## config.mk

```make
export PLATFORM = sky130hd
export DESIGN_NAME = mem_stage
export DESIGN_NICKNAME = d
export VERILOG_FILES = /design/src/rtl/params_pkg.sv /design/src/rtl/mem_stage_lsu_align.sv /design/src/rtl/mem_stage.sv
export SDC_FILE = /design/constraint.sdc
export NUM_CORES = 1
export LEC_CHECK = 0
export ABC_CLOCK_PERIOD_IN_PS = 3000
export BUFFER_PORTS_ARGS = -buffer_cell sky130_fd_sc_hd__buf_2
export CAP_MARGIN = 20
export CORE_AREA = 3 3 166 168
export CTS_CLUSTER_SIZE = 12
export DETAILED_ROUTE_END_ITERATION = 10
export DIE_AREA = 0 0 169 171
export PLACE_DENSITY_LB_ADDON = 0.05
export SYNTH_ARGS = -nofsm -noshare
export SYNTH_HDL_FRONTEND = slang
export SYNTH_SLANG_ARGS = --single-unit
```

## constraint.sdc

```tcl
create_clock -name clk_i -period 3 [get_ports clk_i]
set_clock_uncertainty 0.15 [all_clocks]
set_input_delay 0.3 -clock clk_i [delete_from_list [all_inputs] [get_ports clk_i]]
set_output_delay 0.3 -clock clk_i [all_outputs]
set_load 0.02 [all_outputs]
```

## src/rtl/params_pkg.sv

```systemverilog
// Shared types and constants for the memory stage of the core.
//   mem_op_e    : memory operation carried down the pipeline
//   mem_state_e : bus transaction FSM states
//   trap_t      : trap record (valid, cause, tval) carried alongside an instruction
//   ex_mem_t    : registered EX/MEM contents consumed by mem_stage
//   mem_wb_t    : next MEM/WB contents produced by mem_stage
package params_pkg;

  localparam logic [31:0] NOP_INSN = 32'h0000_0013;  // addi x0, x0, 0

  localparam logic [3:0] LOAD_MISALIGNED  = 4'd4;
  localparam logic [3:0] LOAD_FAULT       = 4'd5;
  localparam logic [3:0] STORE_MISALIGNED = 4'd6;
  localparam logic [3:0] STORE_FAULT      = 4'd7;

  typedef enum logic [3:0] {
    MEM_NONE, LB, LH, LW, LBU, LHU, SB, SH, SW
  } mem_op_e;

  typedef enum logic [2:0] {
    IDLE, WAIT_GNT, WAIT_RSP, DONE, DRAIN
  } mem_state_e;

  typedef struct packed {
    logic        valid;
    logic [3:0]  cause;
    logic [31:0] tval;
  } trap_t;

  typedef struct packed {
    logic        valid;
    logic [31:0] insn;
    logic [31:0] pc;
    logic [31:0] alu_result;
    logic [31:0] store_data;
    mem_op_e     mem_op;
    logic [4:0]  rd_addr;
    trap_t       carried_trap;
  } ex_mem_t;

  typedef struct packed {
    logic        valid;
    logic [31:0] insn;
    logic [31:0] pc;
    logic [4:0]  rd_addr;
    logic [31:0] rd_wdata;
    logic        rd_we;
    trap_t       carried_trap;
  } mem_wb_t;

  function automatic logic is_load(input mem_op_e op);
    return op inside {LB, LH, LW, LBU, LHU};
  endfunction

  function automatic logic is_store(input mem_op_e op);
    return op inside {SB, SH, SW};
  endfunction

endpackage

```

## src/rtl/mem_stage_lsu_align.sv

```systemverilog
// lsu_align: purely combinational byte-lane logic for the memory stage.
//   mem_op_i      : operation in MEM
//   offset_i      : address bits [1:0]
//   store_data_i  : register value to store
//   rdata_i       : captured load word from the bus
//   misaligned_o  : halfword on odd address or word not on a 4-byte boundary
//   wstrb_o       : byte enables for stores (0 for non-stores)
//   wdata_o       : store data replicated across all lanes
//   load_data_o   : extracted and sign/zero-extended load result
module lsu_align
  import params_pkg::*;
(
  input  mem_op_e     mem_op_i,
  input  logic [1:0]  offset_i,
  input  logic [31:0] store_data_i,
  input  logic [31:0] rdata_i,
  output logic        misaligned_o,
  output logic [3:0]  wstrb_o,
  output logic [31:0] wdata_o,
  output logic [31:0] load_data_o
);

  // Bring the addressed byte/halfword down to bit 0 before extending.
  logic [15:0] lane_data;

  // NOTE: every output gets a default before the case so no path leaves
  // a value unassigned, which would otherwise infer a latch.
  always_comb begin
    misaligned_o = 1'b0;
    wstrb_o      = 4'b0000;
    wdata_o      = 32'h0;
    load_data_o  = 32'h0;
    lane_data    = 16'(rdata_i >> {offset_i, 3'b000});
    unique case (mem_op_i)
      LB:  load_data_o = {{24{lane_data[7]}}, lane_data[7:0]};
      LBU: load_data_o = {24'h0, lane_data[7:0]};
      LH: begin
        misaligned_o = offset_i[0];
        load_data_o  = {{16{lane_data[15]}}, lane_data[15:0]};
      end
      LHU: begin
        misaligned_o = offset_i[0];
        load_data_o  = {16'h0, lane_data[15:0]};
      end
      LW: begin
        misaligned_o = |offset_i;
        load_data_o  = rdata_i;
      end
      SB: begin
        wstrb_o = 4'b0001 << offset_i;
        wdata_o = {4{store_data_i[7:0]}};
      end
      SH: begin
        misaligned_o = offset_i[0];
        wstrb_o      = 4'b0011 << offset_i;
        wdata_o      = {2{store_data_i[15:0]}};
      end
      SW: begin
        misaligned_o = |offset_i;
        wstrb_o      = 4'hF;
        wdata_o      = store_data_i;
      end
      default: ;
    endcase
  end

endmodule

```

## src/rtl/mem_stage.sv

```systemverilog
// mem_stage: memory stage of the core. Runs at most one load/store on the
// data bus per instruction, converts misaligned or faulting accesses into
// traps and builds the next MEM/WB contents.
//   clk_i, rst_i        : clock, synchronous active-high reset
//   mem_pipeline_q      : registered EX/MEM contents
//   mem_flush_i         : kill the instruction in MEM
//   mem_wb_stall_i      : MEM/WB register not accepting
//   mem_stall_o         : hold EX/MEM and everything upstream
//   wb_pipeline_d       : next MEM/WB contents (bubble while stalled/flushed)
//   dmem_req_o/we_o/addr_o/wstrb_o/wdata_o : request channel
//   dmem_gnt_i          : request accepted this cycle
//   dmem_rvalid_i/rdata_i/err_i            : response channel
module mem_stage
  import params_pkg::*;
#(
  parameter int XLEN = 32  // only 32 is supported
) (
  input  logic            clk_i,
  input  logic            rst_i,
  input  ex_mem_t         mem_pipeline_q,
  input  logic            mem_flush_i,
  input  logic            mem_wb_stall_i,
  output logic            mem_stall_o,
  output mem_wb_t         wb_pipeline_d,
  output logic            dmem_req_o,
  output logic            dmem_we_o,
  output logic [XLEN-1:0] dmem_addr_o,
  output logic [3:0]      dmem_wstrb_o,
  output logic [XLEN-1:0] dmem_wdata_o,
  input  logic            dmem_gnt_i,
  input  logic            dmem_rvalid_i,
  input  logic [XLEN-1:0] dmem_rdata_i,
  input  logic            dmem_err_i
);

  mem_state_e  state_q, state_d;
  logic [31:0] rdata_q, rdata_d;
  logic        err_q, err_d;

  logic        ld, st, misaligned, need_access, bus_stall, access_err;
  logic [31:0] addr, wdata, load_data;
  logic [3:0]  wstrb;

  assign addr = mem_pipeline_q.alu_result;
  assign ld   = is_load(mem_pipeline_q.mem_op);
  assign st   = is_store(mem_pipeline_q.mem_op);

  lsu_align u_align (
    .mem_op_i     (mem_pipeline_q.mem_op),
    .offset_i     (addr[1:0]),
    .store_data_i (mem_pipeline_q.store_data),
    .rdata_i      (rdata_q),
    .misaligned_o (misaligned),
    .wstrb_o      (wstrb),
    .wdata_o      (wdata),
    .load_data_o  (load_data)
  );

  assign need_access = mem_pipeline_q.valid && (ld || st) &&
                       !mem_pipeline_q.carried_trap.valid &&
                       !misaligned && !mem_flush_i;

  // Request fields come straight from EX/MEM, which is held by mem_stall_o
  // while the request is pending, so they stay stable until the grant.
  assign dmem_we_o    = st;
  assign dmem_addr_o  = {addr[31:2], 2'b00};
  assign dmem_wstrb_o = wstrb;
  assign dmem_wdata_o = wdata;

  always_comb begin
    state_d    = state_q;
    rdata_d    = rdata_q;
    err_d      = err_q;
    dmem_req_o = 1'b0;
    unique case (state_q)
      IDLE: begin
        dmem_req_o = need_access;
        if (need_access && dmem_gnt_i) state_d = WAIT_RSP;
        else if (need_access)          state_d = WAIT_GNT;
      end
      WAIT_GNT: begin
        // Nothing has been granted yet, so a flush can simply withdraw.
        dmem_req_o = !mem_flush_i;
        if (mem_flush_i)     state_d = IDLE;
        else if (dmem_gnt_i) state_d = WAIT_RSP;
      end
      WAIT_RSP: begin
        if (dmem_rvalid_i) begin
          if (mem_flush_i) begin
            state_d = IDLE;
          end else begin
            rdata_d = dmem_rdata_i;
            err_d   = dmem_err_i;
            state_d = DONE;
          end
        end else if (mem_flush_i) begin
          // The granted access still owes a response; swallow it first.
          state_d = DRAIN;
        end
      end
      DONE: begin
        if (!mem_wb_stall_i || mem_flush_i) state_d = IDLE;
      end
      DRAIN: begin
        if (dmem_rvalid_i) state_d = IDLE;
      end
      default: state_d = IDLE;
    endcase
  end

  assign bus_stall = (state_q == IDLE && need_access) ||
                     (state_q inside {WAIT_GNT, WAIT_RSP, DRAIN});
  assign mem_stall_o = bus_stall || mem_wb_stall_i;

  // Captured error only belongs to the instruction that finished its access.
  assign access_err = (state_q == DONE) && err_q;

  always_comb begin
    wb_pipeline_d      = '0;
    wb_pipeline_d.insn = NOP_INSN;
    if (mem_pipeline_q.valid && !bus_stall && !mem_flush_i) begin
      wb_pipeline_d.valid   = 1'b1;
      wb_pipeline_d.insn    = mem_pipeline_q.insn;
      wb_pipeline_d.pc      = mem_pipeline_q.pc;
      wb_pipeline_d.rd_addr = mem_pipeline_q.rd_addr;
      if (mem_pipeline_q.carried_trap.valid) begin
        wb_pipeline_d.carried_trap = mem_pipeline_q.carried_trap;
      end else if (misaligned) begin
        wb_pipeline_d.carried_trap = '{valid: 1'b1,
                                       cause: st ? STORE_MISALIGNED : LOAD_MISALIGNED,
                                       tval:  addr};
      end else if (access_err) begin
        wb_pipeline_d.carried_trap = '{valid: 1'b1,
                                       cause: st ? STORE_FAULT : LOAD_FAULT,
                                       tval:  addr};
      end else if (ld) begin
        wb_pipeline_d.rd_we    = 1'b1;
        wb_pipeline_d.rd_wdata = load_data;
      end else if (!st) begin
        wb_pipeline_d.rd_we    = 1'b1;
        wb_pipeline_d.rd_wdata = addr;
      end
    end
  end

  // NOTE: state is updated with non-blocking assignments so every flop
  // samples the pre-edge values computed above, independent of block order.
  always_ff @(posedge clk_i) begin
    if (rst_i) begin
      state_q <= IDLE;
      rdata_q <= 32'h0;
      err_q   <= 1'b0;
    end else begin
      state_q <= state_d;
      rdata_q <= rdata_d;
      err_q   <= err_d;
    end
  end

endmodule

```

Yosys cells after proc, flatten, opt, wreduce, memory -nomap -nowiden:

Cells that the tools add are included.

* equality and inequality tests: 17
* bitwise operators: 1
* reductions and logical operators: 27
* multiplexer cells: 26
* shifts and indexed selects: 3

Operator list (number)
* two-way mux 33 bit: 5
* case mux 32 bit (5 select lines): 1
* two-way mux 140 bit: 1
* two-way mux 37 bit: 3
* case mux 32 bit (3 select lines): 1
* right shift 32 x 5 -> 16 bit: 1
* two-way mux 3 bit: 8
* equality test 4 x 3 -> 1 bit, second input constant: 4
* case mux 3 bit (5 select lines): 1
* case mux 4 bit (3 select lines): 1
* logical AND 1 bit: 9
* != test 3 bit, second input constant: 3
* equality test 4 x 2 -> 1 bit, second input constant: 2
* equality test 3 x 2 -> 1 bit, second input constant: 2
* two-way mux 2 bit: 3
* nonzero test 3 bit: 2
* zero test 1 bit: 5
* AND reduction 5 bit: 1
* nonzero test 5 bit: 1
* equality test 4 x 1 -> 1 bit, second input constant: 1
* equality test 4 bit, second input constant: 1
* logical OR 1 bit: 4
* != test 2 bit, second input constant: 2
* case mux 1 bit (2 select lines): 2
* other kinds (9): 10

* logic and storage cells: 77
* register bits: 36
* input bits: 214
* output and inout port bits: 211

Longest topological paths before layout:

Gate-level depths: netlist (run 1).

* word-level depth: 13
* mapped depth: 7
* mapped depth without buffers: 4

Hierarchy:

A second synthesis (run 1) with hierarchy kept.

* cells, all modules: 648
* area total of the unflattened synthesis: 4538.1 um2

Modules (own cells, without submodules)
* mem_stage: area an instance 3105.5 um2, cells each 465, instances 1, sequential area each 720.7 um2
* lsu_align: area an instance 1432.6 um2, cells each 183, instances 1, sequential area each 0.0 um2

Worst setup path before layout (run 1):

Ideal clock, no wire load.

* path kind: input to output
* from: in mem_pipeline_q[42] (netlist name)
* to: out wb_pipeline_d[41] (netlist name)
* data arrival time: 2206 ps
* slack: 344 ps
* stages on the path: 7
* data required time: 2550 ps
* buffers on the path: 3
* cells stage by stage: nor4bb_1 -> clkbuf_1 -> a221o_1 -> or3_1 -> clkbuf_1 -> buf_2 -> a211oi_1

RTL lines
* start, declared: line mem_stage.sv:20 `input ex_mem_t mem_pipeline_q,`
* end, declared: line mem_stage.sv:24 `output mem_wb_t wb_pipeline_d,`

==> results.cfg, run 1 <==
[logic_synthesis]
seq_area_frac_synth_pct = 15.9
synth.top_cell.area_share_pct = 15.9
postSynth.asyncResetShare_pct = 0
netlist_instances = 636
yosys_warnings = 0
ys_types = 59
yosysTopAreaCell = dfxtp_1
synth_edf_count = 0
ys_seq_elements = 36
synthTopCellsByArea = dfxtp_1 16%, nor3b_1 11%, mux2i_1 9.5%
syn_area_um2 = 4540
ys.flop_type = dfxtp_1
avgSynthCellArea_um2 = 7.14

[setup_path]
critPathKind = flop to output port
cp-start-kind = flop
worstPathArrival_ns = 2.36
crit_required_ns = 2.55
worstSetupEndpointType = output port
critPathMaxFanout = 33

[min_path]
min_path_type = primary input to flop

[finish]
fin_nets = 1215
final_layout_size_suffix_gt1_share_pct = 48.3
final_area_um2 = 7130
multi_input_area_um2 = 3350
fillCellCount = 3024
register_area_um2 = 722
syn2layout_area_growth_pct = 57.1

[route]
vias = 6225
wl_per_cell_um = 22.2
wl_met2_um = 15100
dr_wl_met3_um = 1800
top_layer = met5
viasPerCell = 4.65
met1_length_um = 12600
drt_iter0_markers = 362
first_pass_iters = 5
wl_um = 29800
ant_nets = 0
drc = 0

[floorplan]
die_h_um = 171
start_util_pct = 17.4
num_rows = 59
num_io_pins = 425
core_area_um2 = 26100
die_area_um2 = 28900
die_w_um = 169

[clock_tree]
cts_post_setup_buffers_inserted = 0
cts_tree = done
clock_path_buffers = 2
cts_buffers = 5
cts_sinks = 36
cts.reportedPaths.clkPinSlew_ns = 0.06
ctsHtreeMaxLevel = 2
clkLatencyLatePin_ns = 0.29
root_buffer = clkbuf_16

[sta]
setup_viol = 0
drv_slew = 0
relSlewSlack_pct = 54.8
worstMarginPinSlew_ns = 0.678
setup_slack_ns = 0.187
clock.fmax_ghz = 0.355
finalHoldViolCount = 0
period_needed_ns = 2.81
min_period_over_period_pct = 93.8
tns_ns = 0
rsz0062_at_grt = false
holdWs_ns = 0.0872

[power_and_ir_drop]
ir_worst_vdd_v = 0.000199
p_per_area_nw_per_um2 = 269
p_leak_nw = 3.42

[flow_run]
maxCapViolCount = 0

[placed_design]
place_congestion = 0.803
numPortBuffers = 422
pre_cts_ws_ns = 0.207
post-dp-hpwl_um = 23700
place_area_um2 = 6950

[global_routing]
grt_pass1_wl_um = 41700
grt_max_degree = 72
grt-ovfl-total = 0
track_usage_pct = 19.0
antenna_found_initial = 9
grt_pass1_vias = 6041

[status]
status = finished clean
## cell usage after synthesis (all sizes together) (2+ instances only)
cell / instances
nor2b: 7
nand2b: 2
and3: 3
nand4b: 3
nor4: 2
and2: 8
o21a: 2
nor2: 43
clkbuf: 60
or4: 2
buf: 40
and3b: 2
a211oi: 33
o31ai: 2
dfxtp: 36
or2: 2
mux2i: 43
inv: 6
a22o: 17
or3: 5
or4b: 4
nand2: 90
nand3b: 16
nor3: 6
nor3b: 69
o221ai: 2
a21oi: 40
a22oi: 32
a221oi: 9
mux4: 6
o21ai: 24
## area by class of cell
class / instances / area share, %
Tap cell: 335 / 5.88
Clock buffer: 5 / 1.75
Inverter: 7 / 0.368
Antenna cell: 2 / 0.0702
Timing Repair Buffer: 457 / 34.2
Multi-Input combinational cell: 494 / 47.0
Clock inverter: 3 / 0.597
Sequential cell: 36 / 10.1
## stage by stage
step                      utilization, %  instances  total power [mW]
after global placement              26.7       1329              1.32
after global routing                27.4       1338              2.02
after floorplan                        -        637             0.945
final                               27.4       1339              1.92
after detailed placement            26.7       1329              1.32
after CTS                           27.3       1337              1.94
## critical path: stages, from the launching register on
cell and delay, ns:
dfxtp_1 0.58, maj3_1 0.33, o21a_1 0.24, o21ai_2 0.08, buf_4 0.27, a211oi_1 0.33
buf_2 0.23
## per-layer routing
layer	global-route usage [%]	vias up
li1	-	3036
met1	24.4	2928
met2	34.0	220
met3	3.58	27
met4	2.72	14
met5	0	-
## cell usage in the layout, fill, tap and decap left out, drive strengths merged, types with 3 or more instances in the layout
master  netlist  routed
a21oi        40      40
or3           5       5
clkbuf       60       5
dfxtp        36      36
nor2         43      43
a221oi        9       9
inv           6       6
and2          8       8
buf          40     457
nor2b         7       7
nor3          6       6
a211oi       33      33
mux2i        43      43
nor3b        69      69
nand3b       16      16
a22o         17      17
and3          3       3
nand4b        3       3
or4b          4       4
nand2        90      90
a22oi        32      32
mux4          6       6
o21ai        24      24
## flip-flops by register name (all words and copies together) (netlist names)
signal,cells
rdata_q,32
err_q,1
state_q,3
## repair_timing
| item | CTS | global route |
|---|---|---|
| resized for setup | 0 | 2 |
| hold buffers | 0 | 0 |
| endpoints found under the setup margin | 0 | 8 |
## kinds of logic after synthesis
kind of cell / synth area share [%]
simple gates: 33.3
other cells: 0.0826
mux: 12.7
flops: 15.9
buf+inv: 11.7
fa+ha+maj: 0.221
compound gates: 26.1
## power breakdown
group          switching (mW)  internal (mW)
Sequential            0.00475          0.480
Combinational           0.498          0.321
Clock                   0.225          0.391
Total                   0.728           1.19
## worst paths after layout
| path | from | endpoint | slack, ns | cells after the start |
|---|---|---|---|---|
| worst min register to register | rdata_q[5] | rdata_q[5] | 0.33 | 2 |
| worst max register to register | state_q[1] | rdata_q[19] | 0.80 | 5 |
| worst max-delay path | state_q[2] | wb_pipeline_d[44] | 0.19 | 6 |
| worst min-delay path | dmem_rvalid_i | state_q[2] | 0.09 | 2 |
(Power assumes the default switching activity.)
==> inputs of run 2 (changes only) <==
--- a/config.mk
+++ b/config.mk
@@ -8,10 +8,10 @@
 export ABC_CLOCK_PERIOD_IN_PS = 3000
 export BUFFER_PORTS_ARGS = -buffer_cell sky130_fd_sc_hd__buf_2
 export CAP_MARGIN = 20
-export CORE_AREA = 3 3 166 168
+export CORE_AREA = 4 4 162 164
 export CTS_CLUSTER_SIZE = 12
 export DETAILED_ROUTE_END_ITERATION = 10
-export DIE_AREA = 0 0 169 171
+export DIE_AREA = 0 0 166 168
 export PLACE_DENSITY_LB_ADDON = 0.05
 export SYNTH_ARGS = -nofsm -noshare
 export SYNTH_HDL_FRONTEND = slang
==> run 2 against run 1 <==
  * Non-clock buffer count increased by 6
  * Critical endpoint is now wb_pipeline_d[49]
  * First-iteration DRC count decreased by 6.9%
  * Utilization increased by 1.4 points
  * Total power decreased by 0.48%
  * Combinational power about the same
  * Critical path depth increased by 1
  * Via count increased by 0.24%
  * Fmax decreased by 3.9%
==> results.cfg, run 2 (synthesis gave the netlist of run 1 again) <==
[status]
status = finished clean

[route]
first_pass_iters = 4
drc = 0
wl_um = 28400
viasPerCell = 4.66
wl_per_cell_um = 21.2
vias = 6240
drt_iter0_markers = 337
ant_nets = 0

[min_path]
hold-path-endpoint = state_q[2]
hold_start = dmem_rvalid_i
min_path_type = primary input to flop
min_path_cells = 2

[placed_design]
placedCellCount = 1330
numPortBuffers = 422
place_congestion = 0.852
post-dp-hpwl_um = 22700

[global_routing]
grt-ovfl-total = 0
grt_pass1_vias = 6111
grt_max_degree = 40
antenna_found_initial = 4
track_usage_pct = 18.8
grt_pass1_wl_um = 40900

[clock_tree]
root_buffer = clkbuf_16
cts.reportedPaths.clkPinSlew_ns = 0.06
holdBufCountCts = 0
clkLatencyLatePin_ns = 0.28
cts_tree = done
cts_sinks = 36
cts_buffers = 5
ctsHtreeMaxLevel = 2
clock_path_buffers = 2

[finish]
final_common_cell = buf_2
fin_nets = 1221
fillCellCount = 2820
antennaDiodeCount = 0
largest_reg_flops = 32
final_util_pct = 28.7
reg_top3 = rdata_q (32), state_q (3), err_q (1)
layout_common_cells = 422 x buf_2, 90 x nand2_1, 68 x nor3b_1
syn2layout_area_growth_pct = 57.6
stdcell_count = 1338
top_register = rdata_q
final_layout_size_suffix_gt1_share_pct = 48.6

[setup_path]
path_cells = buf_2 > nor4bb_4 > a221o_1 > or3_1 > buf_4 > a211oi_1 > buf_2
ff2ff_path_depth = 6
critPathMaxFanout = 13
critPathKind = primary input to output port
slowest_delay_ns = 0.47
crit_required_ns = 2.55
cp-startpoint = mem_pipeline_q[42]
rr_endpoint = rdata_q[22]
worstSetupEndpointType = output port
rrSetupSlack_ns = 0.81
worstPathArrival_ns = 2.48
cp-start-kind = primary input
r2r_start = state_q[1]
cp_slowest_cell = or3_1
path_common_cell = buf_2

[sta]
relSlewSlack_pct = 43.9
tns_ns = 0
period_needed_ns = 2.93
min_period_over_period_pct = 97.6
clock.fmax_ghz = 0.341
worstMarginPinSlew_ns = 0.842
setup_viol = 0
rsz0062_at_grt = false
drv_slew = 0
finalHoldViolCount = 0

[floorplan]
core_area_um2 = 24900
die_area_um2 = 27900
num_io_pins = 425
die_w_um = 166
num_rows = 58
start_util_pct = 18.2
die_h_um = 168

[flow_run]
maxCapViolCount = 0

[power_and_ir_drop]
ir_worst_vdd_v = 0.000196
p_leak_nw = 3.45
p_per_area_nw_per_um2 = 267
-- run 2: area by class of cell --
class                   count  area [um2]  area share, %
repair buffers            463        2470           34.5
clock buffers               5         125           1.75
inverters                   7        26.3          0.367
multi-input cells         494        3350           46.9
clock inverters             3        42.5          0.595
flip-flops and latches     36         722           10.1
well taps                 330         413           5.77
-- run 2: repair_timing --
item / CTS / global route
setup endpoints to repair: 0 / 1
gates resized for setup: 0 / 2
buffers inserted: 0 / 0
endpoints found under the hold margin: 0 / 0
-- run 2: how the worst max path moves through the flow --
stage / end
after CTS: wb_pipeline_d[49]
after detailed placement: wb_pipeline_d[49]
after global routing: wb_pipeline_d[49]
after floorplan: wb_pipeline_d[41]
final: wb_pipeline_d[49]
after global placement: wb_pipeline_d[49]
-- run 2: critical path, delay by kind of cell --
kind                   cells  cell delay [ns]
AND/OR/NAND/NOR            2             0.65
AO/OA/AOI/OAI              2             0.88
buffers and inverters      3             0.63
-- run 2: report_power, final --
group          switching [mW]  leakage (nW)  internal (mW)
Combinational           0.495          3.08          0.323
Sequential            0.00404         0.290          0.480
Clock                   0.218        0.0798          0.391
Total                   0.717          3.45           1.19
-- run 2: metrics by stage --
stage          instance area (um2)  hold slack (ns)  worst slack (ns)  total power, mW
2_1_floorplan                 4540            0.229             0.344            0.945
3_3_place_gp                  6980            0.314             0.104             1.32
3_5_place_dp                  6980            0.316             0.118             1.32
4_1_cts                       7150           0.0680            0.0647             1.95
5_1_grt                       7150            0.102            0.0139             2.01
6_report                      7150           0.0771            0.0712             1.91
-- run 2: layer usage --
| layer | track usage, % | vias to the layer above | share of wire, % |
|---|---|---|---|
| met5 | 0 | - | 0.16 |
| met4 | 3.84 | 8 | 1.9 |
| met3 | 4.13 | 35 | 5.8 |
| met2 | 33.7 | 220 | 50 |
| met1 | 23.2 | 2928 | 42 |
| li1 | - | 3049 | - |
==> inputs of run 3 (changes only) <==
--- a/config.mk
+++ b/config.mk
@@ -15,4 +15,5 @@
 export PLACE_DENSITY_LB_ADDON = 0.05
 export SYNTH_ARGS = -nofsm -noshare
 export SYNTH_HDL_FRONTEND = slang
+export SYNTH_HIERARCHICAL = 1
 export SYNTH_SLANG_ARGS = --single-unit
==> run 3 against run 2 <==
  * Routed wire length up 16%
  * Total power is 0.46% higher
  * Global-route usage rose by 3.1 points
  * Setup slack better by 0.096 ns
  * Largest power group unchanged
  * Utilization shrank 0.85 points
==> results.cfg, run 3 <==
[setup_path]
critPathKind = primary input to output port
critPathMaxFanout = 71
rrSetupSlack_ns = 0.89
cp_slowest_cell = nor4b_1
cp-start-kind = primary input
critPathTopFamily = simple AND/OR/NAND/NOR gates
path_cells = buf_2 > buf_4 > nand2_1 > o22ai_1 > nor4b_1 > nand4_2 > nand3_4 > inv_2 > buf_12 > and2_1 > buf_2
crit_required_ns = 2.55
slowest_delay_ns = 0.41
worst-path-buf-inv = 5
worstPathArrival_ns = 2.38
ff2ff_path_depth = 4
worstSetupEndpointType = output port
rr_endpoint = rdata_q[5]
path_common_cell = buf_2
r2r_start = state_q[1]

[clock_tree]
cts.reportedPaths.clkPinSlew_ns = 0.06
cts_post_setup_buffers_inserted = 0
ctsHtreeMaxLevel = 2
clock_path_buffers = 2
cts_sinks = 36
clkLatencyLatePin_ns = 0.28
root_buffer = clkbuf_16
cts_buffers = 5
holdBufCountCts = 0
cts_tree = done

[sta]
relSlewSlack_pct = 51.2
period_needed_ns = 2.83
worstMarginPinSlew_ns = 0.732
rsz0062_at_grt = false
min_period_over_period_pct = 94.4
clock.fmax_ghz = 0.353
setup_viol = 0
setup_slack_ns = 0.167
drv_slew = 0
finalHoldViolCount = 0
tns_ns = 0

[flow_run]
maxCapViolCount = 0

[power_and_ir_drop]
p_leak_nw = 3.47
p_per_area_nw_per_um2 = 277
ir_worst_vdd_v = 0.000206

[global_routing]
track_usage_pct = 21.9
grt-ovfl-total = 0
grt_max_degree = 72
grt_pass1_wl_um = 45600
grt_pass1_vias = 6245
antenna_found_initial = 6

[status]
status = finished clean

[finish]
syn2layout_area_growth_pct = 52.9
largest_reg_flops = 32
fillCellCount = 2880
final_area_um2 = 6940
top_register = rdata_q
final_layout_size_suffix_gt1_share_pct = 47.7
reg_top3 = rdata_q (32), state_q (3), err_q (1)
fin_nets = 1221
layout_common_cells = 422 x buf_2, 100 x nand2_1, 76 x nor2_1
final_common_cell = buf_2

[route]
wl_per_cell_um = 24.4
ant_nets = 0
vias = 6312
drt_iter0_markers = 442
drc = 0
viasPerCell = 4.70
wl_um = 32800
first_pass_iters = 5

[floorplan]
num_rows = 58
die_h_um = 168
die_w_um = 166
start_util_pct = 18.2
num_io_pins = 425
die_area_um2 = 27900
core_area_um2 = 24900

[placed_design]
post-dp-hpwl_um = 27600
place_area_um2 = 6770
place_congestion = 1.07
numPortBuffers = 422
pre_cts_ws_ns = 0.140

[min_path]
hold-path-endpoint = state_q[2]
min_path_type = primary input to flop
hold_start = dmem_rvalid_i
min_path_cells = 2

[logic_synthesis]
synth_edf_count = 0
ys_types = 59
yosysMostFrequentCell = nand2_1
avgSynthCellArea_um2 = 7.00
postSynth.asyncResetShare_pct = 0
ys_seq_elements = 36
syn_area_um2 = 4540
synth.top_cell.area_share_pct = 15.9
ys.flop_type = dfxtp_1
yosys_warnings = 6
synth_common_cells = 100 x nand2_1, 77 x nor2_1, 74 x and2_1, 66 x a22oi_1, 37 x a21oi_1
yosysTopAreaCell = dfxtp_1
netlist_instances = 648
seq_area_frac_synth_pct = 15.9
synthTopCellsByArea = dfxtp_1 16%, a22oi_1 11%, and2_1 10%
[run 3: worst max path at each step]
stage	start	endpoint	slack, ns	cells after the start
floorplan	mem_pipeline_q[78]	dmem_req_o	0.21	10
global placement	mem_pipeline_q[78]	wb_pipeline_d[67]	0.1	8
detailed placement	mem_pipeline_q[78]	wb_pipeline_d[67]	0.14	8
CTS	mem_pipeline_q[78]	wb_pipeline_d[67]	0.13	8
global route	mem_pipeline_q[42]	wb_pipeline_d[86]	0.01	11
finish	mem_pipeline_q[42]	wb_pipeline_d[86]	0.17	11
[run 3: worst reg2reg max path: stages (launching register included)]
cell,delay (ns)
dfxtp_1,0.53
or3b_1,0.44
or2_2,0.58
nand2_1,0.18
a21oi_1,0.08
[run 3: area by class of cell]
class / instances / area, um2 / share of cell area (%)
antenna: 6 / 15.0 / 0.216
clock buffer: 5 / 125 / 1.80
clock inverter: 3 / 23.8 / 0.343
inverter: 4 / 15.0 / 0.216
multi-input combinational: 513 / 3280 / 47.2
sequential: 36 / 721 / 10.4
tap: 330 / 413 / 5.95
timing repair buffer: 447 / 2350 / 33.9
[run 3: repair_timing]
action                     4_1_cts  5_1_grt
hold endpoints to repair         0        0
setup endpoints to repair        0        5
resized for setup                0        1
[run 3: cells by family after synthesis]
logic type      after synthesis  synth area share, %
buf+inv                     100                 12.9
simple gates                292                 32.5
flops                        36                 15.9
mux                          25                 7.72
compound gates              193                 30.8
other cells                   1               0.0826
xor+xnor                      1                0.193
[run 3: stage by stage]
step	util (%)	power (mW)	hold WS (ns)	instances
after floorplan	-	1.00	0.240	649
after global placement	27.2	1.41	0.318	1330
after detailed placement	27.2	1.40	0.318	1330
after CTS	27.8	1.94	0.0811	1338
after global routing	27.8	2.02	0.0981	1338
final	27.9	1.92	0.0865	1344
[run 3: per-layer routing]
metal  track usage [%]  wire [um]  vias up  share of wire [%]
met1              29.3      14500     3054                 44
met4              4.05        420        4                1.3
met2              37.0      15900      235                 48
li1                  -          -     2995                  -
met3              4.30       2030       24                6.2
met5                 0         21        -              0.064
[run 3: power breakdown]
group	internal, mW	switching [mW]
combinational	0.337	0.560
sequential	0.485	0.0103
clock	0.309	0.219
total	1.13	0.789
